--- config.mk ---
export PLATFORM = sky130hd
export DESIGN_NAME = mmio_arbiter
export DESIGN_NICKNAME = d
export VERILOG_FILES = /design/src/rtl/mmio_arb_pkg.sv /design/src/rtl/rr_arbiter.sv /design/src/rtl/mmio_arbiter.sv
export SDC_FILE = /design/constraint.sdc
export NUM_CORES = 1
export LEC_CHECK = 0
export CORE_ASPECT_RATIO = 0.7
export CORE_UTILIZATION = 35
export CTS_BUF_LIST = sky130_fd_sc_hd__clkbuf_4 sky130_fd_sc_hd__clkbuf_8
export DETAILED_ROUTE_END_ITERATION = 12
export GPL_ROUTABILITY_DRIVEN = 1
export PLACE_DENSITY = 0.88
export SKIP_CTS_REPAIR_TIMING = 1
export SLEW_MARGIN = 10
export SYNTH_ARGS = -nofsm -noshare
export SYNTH_HDL_FRONTEND = slang
export SYNTH_SLANG_ARGS = --single-unit
--- constraint.sdc ---
create_clock -name clk -period 1.73 [get_ports clk]
set_input_delay 0.346 -clock clk [delete_from_list [all_inputs] [get_ports clk]]
set_output_delay 0.346 -clock clk [all_outputs]
set_load 0.02 [all_outputs]
--- src/rtl/mmio_arb_pkg.sv ---
// mmio_arb_pkg: shared FSM type, sizing constants and round-robin helper for MMIO arbitration.
package mmio_arb_pkg;
  typedef enum logic [1:0] {IDLE, ISSUE, RESP} state_t;
  localparam int MAX_REQ = 8;
  localparam int IDX_W = 3;
  // One-hot pick of the first valid bit after ptr, wrapping modulo n.
  function automatic logic [MAX_REQ-1:0] rr_next(input logic [IDX_W-1:0] ptr,
                                                 input logic [MAX_REQ-1:0] valid,
                                                 input int n);
    logic [MAX_REQ-1:0] grant;
    logic [IDX_W-1:0] k;
    logic found;
    grant = '0;
    found = 1'b0;
    for (int i = 1; i <= MAX_REQ; i++) begin
      k = IDX_W'((int'(ptr) + i) % n);
      if (i <= n && !found && valid[k]) begin
        grant[k] = 1'b1;
        found = 1'b1;
      end
    end
    return grant;
  endfunction
endpackage

--- src/rtl/rr_arbiter.sv ---
// rr_arbiter: combinational round-robin grant over a masked request vector.
module rr_arbiter
  import mmio_arb_pkg::*;
#(
  parameter int NUM_REQ = 2
) (
  input  logic [NUM_REQ-1:0] valid,
  input  logic [IDX_W-1:0]   ptr,
  input  logic [NUM_REQ-1:0] mask,
  output logic [NUM_REQ-1:0] grant
);
  logic [MAX_REQ-1:0] pad_valid;
  logic [MAX_REQ-1:0] pad_grant;
  logic               unused_pad;
  always_comb begin
    pad_valid = '0;
    pad_valid[NUM_REQ-1:0] = valid & mask;
  end
  assign pad_grant  = rr_next(ptr, pad_valid, NUM_REQ);
  assign grant      = pad_grant[NUM_REQ-1:0];
  assign unused_pad = ^pad_grant;
endmodule

--- src/rtl/mmio_arbiter.sv ---
// mmio_arbiter: round-robin sharing of one MMIO peripheral bus, one 3-cycle transaction at a time.
// Define MMIO_ARB_LOCK_EN to let a requester hold the bus across transactions via req_lock.
module mmio_arbiter
  import mmio_arb_pkg::*;
#(
  parameter int NUM_REQ = 2,
  parameter int ADDR_W  = 32,
  parameter int DATA_W  = 32
) (
  input  logic                      clk,
  input  logic                      rst_n,
  input  logic [NUM_REQ-1:0]        req_valid,
  output logic [NUM_REQ-1:0]        req_ready,
  input  logic [NUM_REQ-1:0]        req_we,
  input  logic [NUM_REQ-1:0]        req_lock,
  input  logic [NUM_REQ*ADDR_W-1:0] req_addr,
  input  logic [NUM_REQ*DATA_W-1:0] req_wdata,
  output logic [NUM_REQ-1:0]        resp_valid,
  output logic [DATA_W-1:0]         resp_rdata,
  output logic [ADDR_W-1:0]         address,
  output logic [DATA_W-1:0]         write_data,
  output logic                      write_enable,
  output logic                      read_enable,
  input  logic [DATA_W-1:0]         read_data
);
  state_t              state, next_state;
  logic [IDX_W-1:0]    rr_ptr, idx_q, gidx;
  logic                we_q, sel_we, take;
  logic [ADDR_W-1:0]   addr_q, sel_addr;
  logic [DATA_W-1:0]   wdata_q, sel_wdata;
  logic [NUM_REQ-1:0]  grant, mask;

  rr_arbiter #(.NUM_REQ(NUM_REQ)) u_rr (
    .valid(req_valid),
    .ptr  (rr_ptr),
    .mask (mask),
    .grant(grant)
  );

  assign take = (state == IDLE) && |grant;

`ifdef MMIO_ARB_LOCK_EN
  logic             lock_held;
  logic [IDX_W-1:0] lock_owner;
  // Owner re-arms or releases the lock on each of its own handshakes.
  always_ff @(posedge clk or negedge rst_n)
    if (!rst_n) begin
      lock_held  <= 1'b0;
      lock_owner <= '0;
    end else if (take) begin
      lock_held  <= |(req_lock & grant);
      lock_owner <= gidx;
    end
  always_comb begin
    mask = '0;
    for (int i = 0; i < NUM_REQ; i++) mask[i] = !lock_held || lock_owner == IDX_W'(i);
  end
`else
  logic unused_lock;
  assign mask        = '1;
  assign unused_lock = ^req_lock;
`endif

  always_comb begin
    gidx      = '0;
    sel_we    = 1'b0;
    sel_addr  = '0;
    sel_wdata = '0;
    for (int i = 0; i < NUM_REQ; i++)
      if (grant[i]) begin
        gidx      = IDX_W'(i);
        sel_we    = req_we[i];
        sel_addr  = req_addr[i*ADDR_W +: ADDR_W];
        sel_wdata = req_wdata[i*DATA_W +: DATA_W];
      end
  end

  always_ff @(posedge clk or negedge rst_n)
    if (!rst_n) begin
      rr_ptr  <= IDX_W'(NUM_REQ - 1);
      idx_q   <= '0;
      we_q    <= 1'b0;
      addr_q  <= '0;
      wdata_q <= '0;
    end else if (take) begin
      rr_ptr  <= gidx;
      idx_q   <= gidx;
      we_q    <= sel_we;
      addr_q  <= sel_addr;
      wdata_q <= sel_wdata;
    end

  always_ff @(posedge clk or negedge rst_n)
    if (!rst_n) state <= IDLE;
    else        state <= next_state;

  always_comb
    next_state = (state == IDLE)  ? (take ? ISSUE : IDLE) :
                 (state == ISSUE) ? RESP : IDLE;

  // Outputs decode straight from state so a reset drops strobes without waiting for a clock.
  always_comb begin
    req_ready    = (state == IDLE) ? grant : '0;
    write_enable = (state == ISSUE) && we_q;
    read_enable  = (state == ISSUE) && !we_q;
    address      = (state == ISSUE) ? addr_q : '0;
    write_data   = (state == ISSUE) ? wdata_q : '0;
    resp_rdata   = (state == RESP && !we_q) ? read_data : '0;
    resp_valid   = '0;
    for (int i = 0; i < NUM_REQ; i++) resp_valid[i] = (state == RESP) && idx_q == IDX_W'(i);
  end
endmodule

==> results.toml, run 1 <==
[place]
post-place-ws_ns = -0.516
gp_congestion = 0.845
placed_cell_area_um2 = 6950
io_buffers = 267
hpwl_mm = 10.8

[sta]
max_freq_mhz = 523
fin_skew_ns = 0.00676
setup_viol = 101
finalMaxSlewViolations = 0
whs_ns = 0.0261
fin_crit_ns = 1.91
hold_viol = 0
post-route-period-util_pct = 111
tightest_slew_ns = 0.666
relSlewSlack_pct = 55.6
layout_setup_ws_ns = -0.182
rsz0062_at_grt = "true"

[worst_setup_path]
worst_setup_path_end_kind = "output pin"
critPathLaunchType = "flip-flop"
crit_path_max_fanout = 16
cp.arrival_ns = 1.57
cpMaxStageDelayCell = "dfrtp_1"
path_buf_inv = 2
crit_chain = "nand2b_1 -> nor2_4 -> buf_6 -> and2_1 -> clkbuf_2"
critPathMaxStageDelay_ns = 0.39
cp.required_ns = 1.38
path_class = "flip-flop to output pin"
critPathTopFamily = "simple AND/OR/NAND/NOR gates"

[floorplan]
fp.dieW_um = 131
core_area_um2 = 11200
start_util_pct = 36.4
ios = 270
dieArea_um2 = 12100
die_h_um = 92.2
rows = 32

[hold_path]
worstHoldPathType = "input port to asynchronous set/reset pin"

[route]
routed_wl_mm = 15.0
ant_nets = 0
drtIter0Drc = 200
vias = 4383
drc = 0
routedWlPerCell_um = 17.8
viasPerCell = 5.21
firstDrtPassIters = 4

[power_and_ir_drop]
p_per_area_nw_per_um2 = 1610
p_total_uw = 11300
p_leak_uw = 0.00295
vdd_drop_max_mv = 0.896

[final_layout]
area_delta_synth_final_pct = 72.3
design_area_um2 = 7010
regArea_um2 = 1730
multi_input_area_um2 = 2140
drive_above_1_share_pct = 29.4
fin_util_pct = 62.7
fill_cells = 914
nets = 851

[clocking]
cts_root_buf = "clkbuf_8"
htreeDepth = 3
clock_latency_ns = 0.34
clkTransAtPathRegs_ns = 0.07
cts_tree = "yes"
cts_buffers = 9
clock_sinks = 69
cts.path.max_buffers = 2

[run_status]
violations = "setup timing"
status = "finished, violations left"

[global_routing]
first_global_vias = 4341
grt.total_usage_pct = 24.5
antenna_found_initial = 1
grt_pass1_wl_mm = 22.4
grt_max_degree = 66
grt-ovfl-total = 0

[logic_synthesis]
synth-warning-count = 0
syn_area_um2 = 4070
synth_seq_cells = 69
syn_area_per_cell_um2 = 9.44
ys_types = 19
synthCells = 431
synth_nets = 599
yosysSeqAreaShare_pct = 42.5

[job]
maxCapViolations = 0
## cell families (layout without fill, tap and decap cells)
group	count (synthesis)	count (layout)	synth area share [%]
flops	69	69	42.5
buf+inv	54	310	6.55
simple gates	109	109	16.6
compound gates	199	199	34.4
other cells	0	1	0
## worst paths after layout
kind                       cells after the start              to         start  slack (ns)
setup / recovery                               5  resp_rdata[24]      state[0]       -0.18
hold reg to reg                                2       addr_q[8]     addr_q[8]        0.51
setup reg to reg                               4       addr_q[7]     rr_ptr[0]        0.01
max in group asynchronous                      2       rr_ptr[0]         rst_n        1.29
hold / removal                                 2      addr_q[20]         rst_n        0.03
min in group clk                               3       rr_ptr[0]  req_valid[1]        0.36
## sequential cells by signal, indices dropped and copies added (netlist names)
| signal | count |
|---|---|
| we_q | 1 |
| rr_ptr | 1 |
| addr_q | 32 |
| idx_q | 1 |
| state | 2 |
| wdata_q | 32 |
## cells in the mapped netlist (all sizes together)
master / number / area [um^2]
a21boi: 1 / 11.3
a21oi: 131 / 806
a31oi: 1 / 6.26
a32oi: 65 / 569
and2: 99 / 622
and3: 1 / 6.26
buf: 26 / 161
clkbuf: 27 / 101
dfrtp: 68 / 1700
dfstp: 1 / 26.3
inv: 1 / 3.75
nand2b: 2 / 12.5
nor2: 4 / 15.0
nor2b: 2 / 12.5
o21bai: 1 / 7.51
or2: 1 / 6.26
## stage by stage
step           TNS, ns  cells
4_1_cts         -59.70    837
6_report        -10.59    841
3_3_place_gp    -33.71    822
2_1_floorplan        0    431
3_5_place_dp    -44.09    822
5_1_grt         -21.73    840
## worst register-to-register path: stages, from the launching register on
cell and delay, ns:
dfstp_2 0.53, nand2b_2 0.11, buf_4 0.54, a32oi_1 0.26, a21oi_2 0.20
## cell type report
type / count / share of cell area (%)
repair buffers: 294 / 38.9
multi-input cells: 308 / 30.5
flip-flops and latches: 69 / 24.7
well taps: 153 / 2.73
clock buffers: 11 / 2.07
clock inverters: 4 / 1.04
inverters: 1 / 0.0536
diodes: 1 / 0.0357
## metal layers
| metal | vias to the layer above | part of all wire (%) | global-route usage [%] |
|---|---|---|---|
| met5 | - | 0 | 0 |
| met2 | 193 | 47 | 40.1 |
| met4 | 0 | 1.8 | 7.57 |
| li1 | 2086 | - | - |
| met1 | 2078 | 44 | 32.0 |
| met3 | 26 | 6.9 | 5.66 |
## layout by cell type (no fill, tap or decap), types with 2 or more instances in the layout
| cell type | Yosys | layout |
|---|---|---|
| a21oi_1 | 91 | 91 |
| a21oi_2 | 40 | 40 |
| a32oi_1 | 65 | 65 |
| and2_1 | 98 | 88 |
| and2_4 | 1 | 11 |
| buf_12 | 0 | 7 |
| buf_2 | 21 | 10 |
| buf_4 | 0 | 31 |
| buf_6 | 5 | 33 |
| bufinv_16 | 0 | 2 |
| clkbuf_2 | 0 | 43 |
| clkbuf_4 | 0 | 4 |
| clkbuf_8 | 0 | 10 |
| clkdlybuf4s50_1 | 0 | 162 |
| dfrtp_1 | 68 | 68 |
| dlymetal6s2s_1 | 0 | 4 |
| nor2_1 | 4 | 2 |
| nor2_4 | 0 | 2 |
## where the power goes
part	switching (uW)	total (uW)	internal, uW
Sequential	436	2910	2480
Combinational	3840	6920	3080
Clock	590	1450	857
(Power assumes the default switching activity.)
==> run 2: changes to the inputs <==
--- a/config.mk
+++ b/config.mk
@@ -5,12 +5,13 @@
 export SDC_FILE = /design/constraint.sdc
 export NUM_CORES = 1
 export LEC_CHECK = 0
+export ABC_AREA = 1
 export CORE_ASPECT_RATIO = 0.7
 export CORE_UTILIZATION = 35
 export CTS_BUF_LIST = sky130_fd_sc_hd__clkbuf_4 sky130_fd_sc_hd__clkbuf_8
 export DETAILED_ROUTE_END_ITERATION = 12
 export GPL_ROUTABILITY_DRIVEN = 1
-export PLACE_DENSITY = 0.88
+export PLACE_DENSITY = 0.85
 export SKIP_CTS_REPAIR_TIMING = 1
 export SLEW_MARGIN = 10
 export SYNTH_ARGS = -nofsm -noshare
==> run 2 against run 1 <==
  * Largest power group unchanged
  * Sequential power decreased by 7%
  * Register-to-register slack improved by 0.11 ns
  * Sequential share of layout area decreased by 2.1 points
  * Combinational power decreased by 2%
  * Global-route usage decreased by 1.2 points
  * Critical endpoint is now resp_rdata[18]
  * Worst hold slack improved by 0.39 ns
  * Wire length increased by 11%
  * Final cell count increased by 37%
  * Synthesized cell count increased by 69%
  * Largest cell class unchanged
  * The flow still finishes with violations (setup timing)
==> results.toml, run 2 <==
[logic_synthesis]
ys_types = 11
synth_seq_cells = 69
synth_nets = 898
synth_edf_count = 0
synthTopCellsByArea = "dfrtp_1 (38%), nand2_1 (22%), nand3_1 (15%)"
async_flop_share_pct = 100
syn_area_um2 = 4430
synth-xor-area-share_pct = 0
synth_top_family_by_area = "simple AND/OR/NAND/NOR gates"
syn_area_per_cell_um2 = 6.07
muxShareOfSynthArea_pct = 0
synthAdderAreaFrac_pct = 0
synth_commonest_cells = "nand2_1 (265), nand3_1 (133), inv_1 (105)"
yosysMostFrequentCell = "nand2_1"
synth-warning-count = 0
synth_largest_area_cell = "dfrtp_1"
synth_compound_area_share_pct = 0.226
synth-simple-area-share_pct = 46.2
yosysSeqAreaShare_pct = 39.0
synth_top_area_share_pct = 38.4
synth_ff_type = "dfrtp_1"
synthCells = 730

[final_layout]
final_common_cell = "nand2_1"
nets = 1156
area_delta_synth_final_pct = 73.3
drive_above_1_share_pct = 18.7
mostFrequentLayoutCells = "nand2_1 (262), clkdlybuf4s50_1 (162), nand3_1 (132), inv_1 (103), buf_4 (97)"
largest_registers = "addr_q x32, wdata_q x32, state x2"
diodes = 0

[worst_setup_path]
worst_setup_path_end_kind = "output pin"
critPathLaunchType = "flip-flop"
r2r_end = "wdata_q[27]"
r2r_start = "rr_ptr[0]"
path_class = "flip-flop to output pin"
rrSetupSlack_ns = 0.12
crit_path_max_fanout = 15
rr_worst_depth = 9
cpMaxStageDelayCell = "dfrtp_1"
critPathMaxStageDelay_ns = 0.39
crit_chain = "inv_2 -> nand3_4 -> buf_12 -> clkbuf_16 -> nor2_1 -> buf_4"
cp.required_ns = 1.38
cp.arrival_ns = 1.56

[floorplan]
fp.dieW_um = 136
dieArea_um2 = 13100
ios = 270
die_h_um = 96.1
start_util_pct = 36.9
core_area_um2 = 12000
rows = 33

[route]
viasPerCell = 4.64
vias = 5338
routed_wl_mm = 16.7
drtIter0Drc = 181
firstDrtPassIters = 5
drc = 0
routedWlPerCell_um = 14.5
ant_nets = 0

[place]
gp_congestion = 0.881
io_buffers = 267
hpwl_mm = 11.5

[sta]
hold_viol = 0
post-route-period-util_pct = 110
layout_setup_ws_ns = -0.179
fin_skew_ns = 0.0114
finalSetupTns_ns = -7.54
tightest_slew_ns = 0.511
relSlewSlack_pct = 65.9
finalMaxSlewViolations = 0
rsz0062_at_grt = "true"
fin_crit_ns = 1.91
max_freq_mhz = 524
whs_ns = 0.416
setup_viol = 93

[global_routing]
grt_pass1_wl_mm = 23.3
grt-ovfl-total = 0
first_global_vias = 4788
antenna_found_initial = 0
grt.total_usage_pct = 23.3
grt_max_degree = 66

[hold_path]
worstHoldPathType = "input port to flip-flop"
hold_end = "rr_ptr[0]"
whs_path_depth = 4
hp-start = "req_valid[1]"

[job]
maxCapViolations = 0

[power_and_ir_drop]
p_int_uw = 5900
sw_frac_of_total_pct = 45.8
p_leak_uw = 0.00417
seqPwrFrac_pct = 25.0
vdd_drop_max_mv = 0.705
switchingPower_uw = 4980
p_per_area_nw_per_um2 = 1420
power_frac_comb_pct = 62.5
clockPowerShare_pct = 12.5

[clocking]
clock_sinks = 69
htreeDepth = 3
clkTransAtPathRegs_ns = 0.08
cts_tree = "yes"
cts_buffers = 9
cts_root_buf = "clkbuf_8"
cts.path.max_buffers = 2
clock_latency_ns = 0.35

[run_status]
violations = "setup timing"
status = "finished, violations left"
==> run 2: changes by cell type after synthesis, moves of 65 or more <==
cell,change
nor2_1,+99
and2_1,-98
nand3_1,+133
inv_1,+104
a21oi_1,-91
nand2_1,+265
a32oi_1,-65
==> run 2: worst max-delay path, delay by kind of cell (launching register included) <==
kind | cells | cell delay [ns]
AND/OR/NAND/NOR | 2 | 0.22
buffers and inverters | 4 | 0.59
flip-flops | 1 | 0.39
==> run 2: cells by family (layout without fill, tap and decap cells) <==
logic type / Yosys count / count (layout)
DFF: 69 / 69
buffers and inverters: 158 / 421
and+or+nand+nor: 501 / 501
AOI/OAI and AO/OA: 2 / 2
==> run 2: how the worst max path moves through the flow <==
stage	from	cells past startpoint	slack, ns	end
finish	state[0]	6	-0.18	resp_rdata[18]
global route	state[0]	6	-0.25	resp_rdata[18]
CTS	state[1]	5	-0.64	write_data[12]
detailed placement	state[1]	5	-0.23	write_data[12]
global placement	state[1]	5	-0.24	write_data[12]
floorplan	state[1]	5	0.21	address[22]
==> run 2: final cells by class <==
class	instances	area, um^2
clock buffer	11	145
clock inverter	5	60.1
fill	1098	4340
inverter	106	408
multi-input combinational	503	2200
sequential	69	1730
tap	157	196
timing repair buffer	299	2940
==> run 2: per-stage QoR <==
stage	worst slack (ns)	cells	util [%]	power (uW)	instance area [um^2]
final	-0.179	1150	63.9	10900	7680
after global routing	-0.247	1150	63.9	11700	7680
after CTS	-0.637	1141	62.5	10200	7510
after detailed placement	-0.234	1125	60.8	8840	7310
after global placement	-0.236	1125	60.8	8700	7310
after floorplan	0.208	730	-	6050	4430
==> run 2: power by group through the flow <==
stage	combinational, uW	sequential [uW]	clock, uW
final	6800	2720	1360
after global routing	7410	2800	1460
after CTS	6150	2690	1400
after detailed placement	6130	2710	0
after global placement	6030	2680	0
after floorplan	3430	2620	0
==> run 2: per-layer routing <==
metal / up-vias / track usage, % / wire, um
li1: 2700 / - / -
met1: 2415 / 25.7 / 6690
met2: 203 / 41.8 / 8170
met3: 20 / 8.16 / 1530
met4: 0 / 8.24 / 271
met5: - / 0 / 0
==> variant 1 (config.mk and constraints of run 1) <==
`NUM_REQ` is set to 2 in 2 places; all go to 4.
--- a/src/rtl/rr_arbiter.sv
+++ b/src/rtl/rr_arbiter.sv
@@ -2,7 +2,7 @@
 module rr_arbiter
   import mmio_arb_pkg::*;
 #(
-  parameter int NUM_REQ = 2
+  parameter int NUM_REQ = 4
 ) (
   input  logic [NUM_REQ-1:0] valid,
   input  logic [IDX_W-1:0]   ptr,
--- a/src/rtl/mmio_arbiter.sv
+++ b/src/rtl/mmio_arbiter.sv
@@ -3,7 +3,7 @@
 module mmio_arbiter
   import mmio_arb_pkg::*;
 #(
-  parameter int NUM_REQ = 2,
+  parameter int NUM_REQ = 4,
   parameter int ADDR_W  = 32,
   parameter int DATA_W  = 32
 ) (
Ports: changed (7 resized); port bits go from 270 to 408. No check against the original RTL was run, so the function may have changed too.
==> variant 1 against run 1 <==
The flow still finishes with violations (negative setup slack); first-iteration DRC count increased by 130%; clock power up 8%; sequential cell count is 2 higher; wire length up 97%; sequential power rose by 17%; cell area up 68%; clock skew up 0.0038 ns; total power grew to 2.7 times the old value; combinational power increased to 3.6 times the old value; synthesized area is 29% higher; worst setup slack got worse by 1.4 ns; critical path type is now flop to flop; largest cell class unchanged.
==> variant 1: results (changes against run 1) <==
| Metric | Value |
|---|---|
| Critical Path Fanout Max | `7 (was 16)` |
| Largest regs | `addr_q x32, wdata_q x32 (was addr_q x32, wdata_q x32, state x2)` |
| Tightest Pin Transition | `0.4317 ns (was 0.6661 ns)` |
| CTS clk-pin slew, worst paths | `0.08 ns` |
| Final worst slack | `-1.557 ns (was -0.1819 ns)` |
| H-tree depth | `3 (unchanged)` |
| Post-DP HPWL | `17970 µm (was 10760 µm)` |
| Drt initial violations | `463 (was 200)` |
| Worst vdd ir | `0.001354 V (was 0.0008956 V)` |
| Top FF cell, synth | `dfrtp_1 (unchanged)` |
| Total Wirelength | `29490 µm (was 14980 µm)` |
| Post-synth top cells | `and2_1, nand2_1, nor2_1 (was and2_1, a21oi_1, dfrtp_1)` |
| Seq/Total Area, Yosys | `0.3380 (was 0.4247)` |
| First-pass GRT wire length | `34040 µm (was 22370 µm)` |
| Ys async rst share | `1.000 (unchanged)` |
| Max stage delay on crit path | `0.68 ns (was 0.39 ns)` |
| Slowest cell on crit path | `dfstp_4 (was dfrtp_1)` |
| Worst setup path end | `wdata_q[3] (was resp_rdata[24])` |
| Post-synthesis cell type count | `31 (was 19)` |
| Vias | `7148 (was 4383)` |
| WP data arrival | `3.53 ns (was 1.57 ns)` |
| Syn_nets | `914 (was 599)` |
| Cells on worst reg2reg path | `14 (was 4)` |
| IO Port Bufs | `403 (was 267)` |
| CTS buffer count | `9 (unchanged)` |
| Synth warn | `0 (unchanged)` |
| Vias per std cell | `5.490 (was 5.212)` |
| Syn Area/Cell | `8.715 µm² (was 9.441 µm²)` |
| Share of cells above drive strength 1 | `0.3523 (was 0.2940)` |
| P_clk | `1.57 mW (was 1.45 mW)` |
| Switching share of power | `0.4385 (was 0.4311)` |
| Clk_lat worst skew | `0.36 ns (was 0.34 ns)` |
| Fill count | `852 (was 914)` |
| Critical R2R Launch | `rr_ptr[0] (unchanged)` |
| Crit path max-delay family | `buffers and inverters (was simple AND/OR/NAND/NOR gates)` |
| Failing checks | `negative setup slack (unchanged)` |
| Final setup vio count | `176 (was 101)` |
| Final GP Congestion | `0.9266 (was 0.8452)` |
| Tot GR Track Use | `0.2875 (was 0.2454)` |
| CP startpoint kind | `flop (unchanged)` |
| Sequential Power Share | `0.113 (was 0.258)` |
| Static leakage | `5.322 nW (was 2.952 nW)` |
| CTS max path bufs | `2 (unchanged)` |
| Vias in the first global route | `6020 (was 4341)` |
| Largest net degree at the start of global routing | `72 (was 66)` |
| Share of total power in the clock network | `0.052 (was 0.128)` |
| Iteration count of the initial detailed-routing pass | `5 (was 4)` |
| Inserted Diodes | `0 (was 1)` |
| Worst slack at placement | `-1.436 ns (was -0.5164 ns)` |
| CTS Root Cell | `clkbuf_8 (unchanged)` |
| Outcome | `complete, but fails checks (unchanged)` |
| DP Cell Count | `1203 (was 822)` |
| Initial antenna violation count | `2 (was 1)` |
| Total Nets Final | `1412 (was 851)` |
| Clk_skew | `0.01059 ns (was 0.006764 ns)` |
| Synth top area cells | `dfrtp_1, mux2i_1, and2_1 (was dfrtp_1, and2_1, a32oi_1)` |
variant 1: cell types whose count changed after synthesis, moves of 8 or more:
cell,change
mux2i_1,+65
clkbuf_1,-11
a22o_1,+66
nand2_1,+73
a21oi_1,-90
a32oi_1,-65
buf_2,+10
a21oi_2,-40
buf_4,+8
a31oi_1,+64
ha_1,+8
nor2_1,+67
variant 1: final cells by class:
type                       count  share of cell area
multi-input combinational    476              0.3099
clock inverter                 6            0.007850
inverter                       2           0.0008486
timing repair buffer         542              0.4985
clock buffer                  10             0.01114
tap                          195             0.02069
sequential                    71              0.1512
variant 1: metal layers:
metal,vias to the layer above,share of wire,GRT usage
met4,2,0.033,0.06112
met3,90,0.096,0.07380
met5,-,0.00044,0
li1,3150,-,-
met1,3467,0.37,0.3576
met2,439,0.50,0.4970
variant 1: stage by stage:
step,util,hold slack (ns),area [µm²],TNS (ns)
3_5_place_dp,0.6764,0.3970,9927,-124.89
3_3_place_gp,0.6764,0.3921,9927,-117.25
5_1_grt,0.8037,0.5403,11800,-141.62
4_1_cts,0.6917,0.008681,10150,-165.95
6_report,0.8037,0.5397,11800,-130.27
2_1_floorplan,-,0.05041,5371,-79.12
variant 1: kinds of logic (layout without fill, tap and decap cells):
group,Yosys count,count (layout),synth area share
adder cells (fa/ha/maj),8,8,0.01902
flip-flops,71,71,0.3380
AND/OR/NAND/NOR,255,255,0.2408
AO/OA/AOI/OAI,144,144,0.2077
buffers and inverters,57,560,0.05372
multiplexers,69,69,0.1407
variant 1: worst min-delay path, stage by stage:
cell and delay, ns:
dlygate4sd3_1 0.52, buf_4 0.11, buf_12 0.33
==> variant 2 (config.mk and constraints of run 1) <==
Without the edit above. Encoding of `state_t`: now one-hot (3 bits for 3 states).
--- a/src/rtl/mmio_arb_pkg.sv
+++ b/src/rtl/mmio_arb_pkg.sv
@@ -1,6 +1,6 @@
 // mmio_arb_pkg: shared FSM type, sizing constants and round-robin helper for MMIO arbitration.
 package mmio_arb_pkg;
-  typedef enum logic [1:0] {IDLE, ISSUE, RESP} state_t;
+  typedef enum logic [2:0] {IDLE = 3'b001, ISSUE = 3'b010, RESP = 3'b100} state_t;
   localparam int MAX_REQ = 8;
   localparam int IDX_W = 3;
   // One-hot pick of the first valid bit after ptr, wrapping modulo n.
Check against the original RTL: same outputs for any inputs over 10 cycles, from zero or initial values and one cycle with rst_n low; not proved beyond that.
==> variant 2 against run 1 <==
The run still ends with negative setup slack left; cell area up 16%; synthesized area increased by 1.7%; sequential cell count grew 1; combinational power shrank 6.4%; maximum frequency is 11% lower; wire length is 5.7% higher; total power fell by 6.6%; worst setup slack lost 0.23 ns; worst hold slack improved by 0.39 ns; critical path type unchanged.
==> variant 2: results (changes against run 1) <==
| Metric | Value |
|---|---|
| Total Nets Final | `812 (was 851)` |
| Metal-1 WL | `6845 µm (was 6603 µm)` |
| Failing checks | `negative setup slack (unchanged)` |
| Final worst slack | `-0.4086 ns (was -0.1819 ns)` |
| Syn_nets | `521 (was 599)` |
| Worst slack at placement | `-0.5381 ns (was -0.5164 ns)` |
| Synth top area cells | `dfrtp_1, a32o_1, and2_1 (was dfrtp_1, and2_1, a32oi_1)` |
| Post-synthesis cell type count | `25 (was 19)` |
| Ys async rst share | `1.000 (unchanged)` |
| Slowest cell on crit path | `or3b_4 (was dfrtp_1)` |
| Fill count | `795 (was 914)` |
| Post-synth top cells | `and2_1, dfrtp_1, a32o_1 (was and2_1, a21oi_1, dfrtp_1)` |
| Outcome | `complete, but fails checks (unchanged)` |
| Final setup vio count | `169 (was 101)` |
| Drt initial violations | `161 (was 200)` |
| Share of cells above drive strength 1 | `0.4777 (was 0.2940)` |
| Vias in the first global route | `3995 (was 4341)` |
| GR Util met1 | `0.2801 (was 0.3203)` |
| Tightest Pin Transition | `0.7208 ns (was 0.6661 ns)` |
| CTS clk-pin slew, worst paths | `0.09 ns (was 0.07 ns)` |
| Clk_skew | `0.01409 ns (was 0.006764 ns)` |
| Initial antenna violation count | `0 (was 1)` |
| Cells on worst reg2reg path | `9 (was 4)` |
| GRT met3 Usage | `0.05854 (was 0.05659)` |
| Met3 wire len | `923 µm (was 1036 µm)` |
| Met2 Use GR | `0.3713 (was 0.4008)` |
| Final GP Congestion | `0.9214 (was 0.8452)` |
| First-pass GRT wire length | `21220 µm (was 22370 µm)` |
| Max stage delay on crit path | `0.42 ns (was 0.39 ns)` |
| Tot GR Track Use | `0.2210 (was 0.2454)` |
| Inserted Diodes | `0 (was 1)` |
| Seq/Total Area, Yosys | `0.4238 (was 0.4247)` |
| DR WL met2 | `7726 µm (was 7065 µm)` |
| Largest regs | `addr_q x32, wdata_q x32, state x3 (was addr_q x32, wdata_q x32, state x2)` |
| Vias per std cell | `5.150 (was 5.212)` |
| Worst vdd ir | `0.0006951 V (was 0.0008956 V)` |
| Post-DP HPWL | `9821 µm (was 10760 µm)` |
-- variant 2: cells by family after synthesis --
| family | Yosys count | synth area share |
|---|---|---|
| multiplexers | 65 | 0.1941 |
| AND/OR/NAND/NOR | 108 | 0.1666 |
| AO/OA/AOI/OAI | 70 | 0.1657 |
| flip-flops | 70 | 0.4238 |
| buffers and inverters | 40 | 0.04988 |
-- variant 2: power breakdown --
part	leakage [nW]	switching [mW]	internal, mW
Clock	0.0852	0.652	0.521
Combinational	2.69	2.45	4.03
Sequential	0.870	0.461	2.43
Total	3.65	3.56	6.98
-- variant 2: path summary, 6_finish.rpt --
| check | slack [ns] | end | start |
|---|---|---|---|
| setup / recovery | -0.41 | resp_rdata[6] | state[1] |
| hold / removal | 0.42 | addr_q[16] | rst_n |
| setup reg to reg | -0.25 | wdata_q[2] | state[2] |
| hold reg to reg | 0.51 | addr_q[8] | addr_q[8] |
| max in group asynchronous | 0.72 | state[0] | rst_n |
| min in group clk | 0.51 | addr_q[8] | addr_q[8] |
-- variant 2: layout make-up --
class                           count  area [µm²]  area share
Clock buffer                        9       123.9     0.01528
Timing Repair Buffer              319        3420      0.4220
Multi-Input combinational cell    243        2560      0.3159
Inverter                            1       3.754   0.0004632
Tap cell                          153       191.4     0.02362
Sequential cell                    70        1754      0.2165
Clock inverter                      7       51.30    0.006330
-- variant 2: stage by stage --
stage | setup TNS, ns | std cells | util | cell area [µm²] | hold slack [ns]
floorplan | 0 | 353 | - | 4139 | 0.05041
global placement | -56.72 | 757 | 0.6279 | 7064 | 0.2549
detailed placement | -62.17 | 757 | 0.6279 | 7064 | 0.2628
CTS | -86.63 | 773 | 0.6435 | 7239 | -0.1277
global route | -57.06 | 802 | 0.7203 | 8104 | 0.4388
finish | -46.07 | 802 | 0.7203 | 8104 | 0.4210
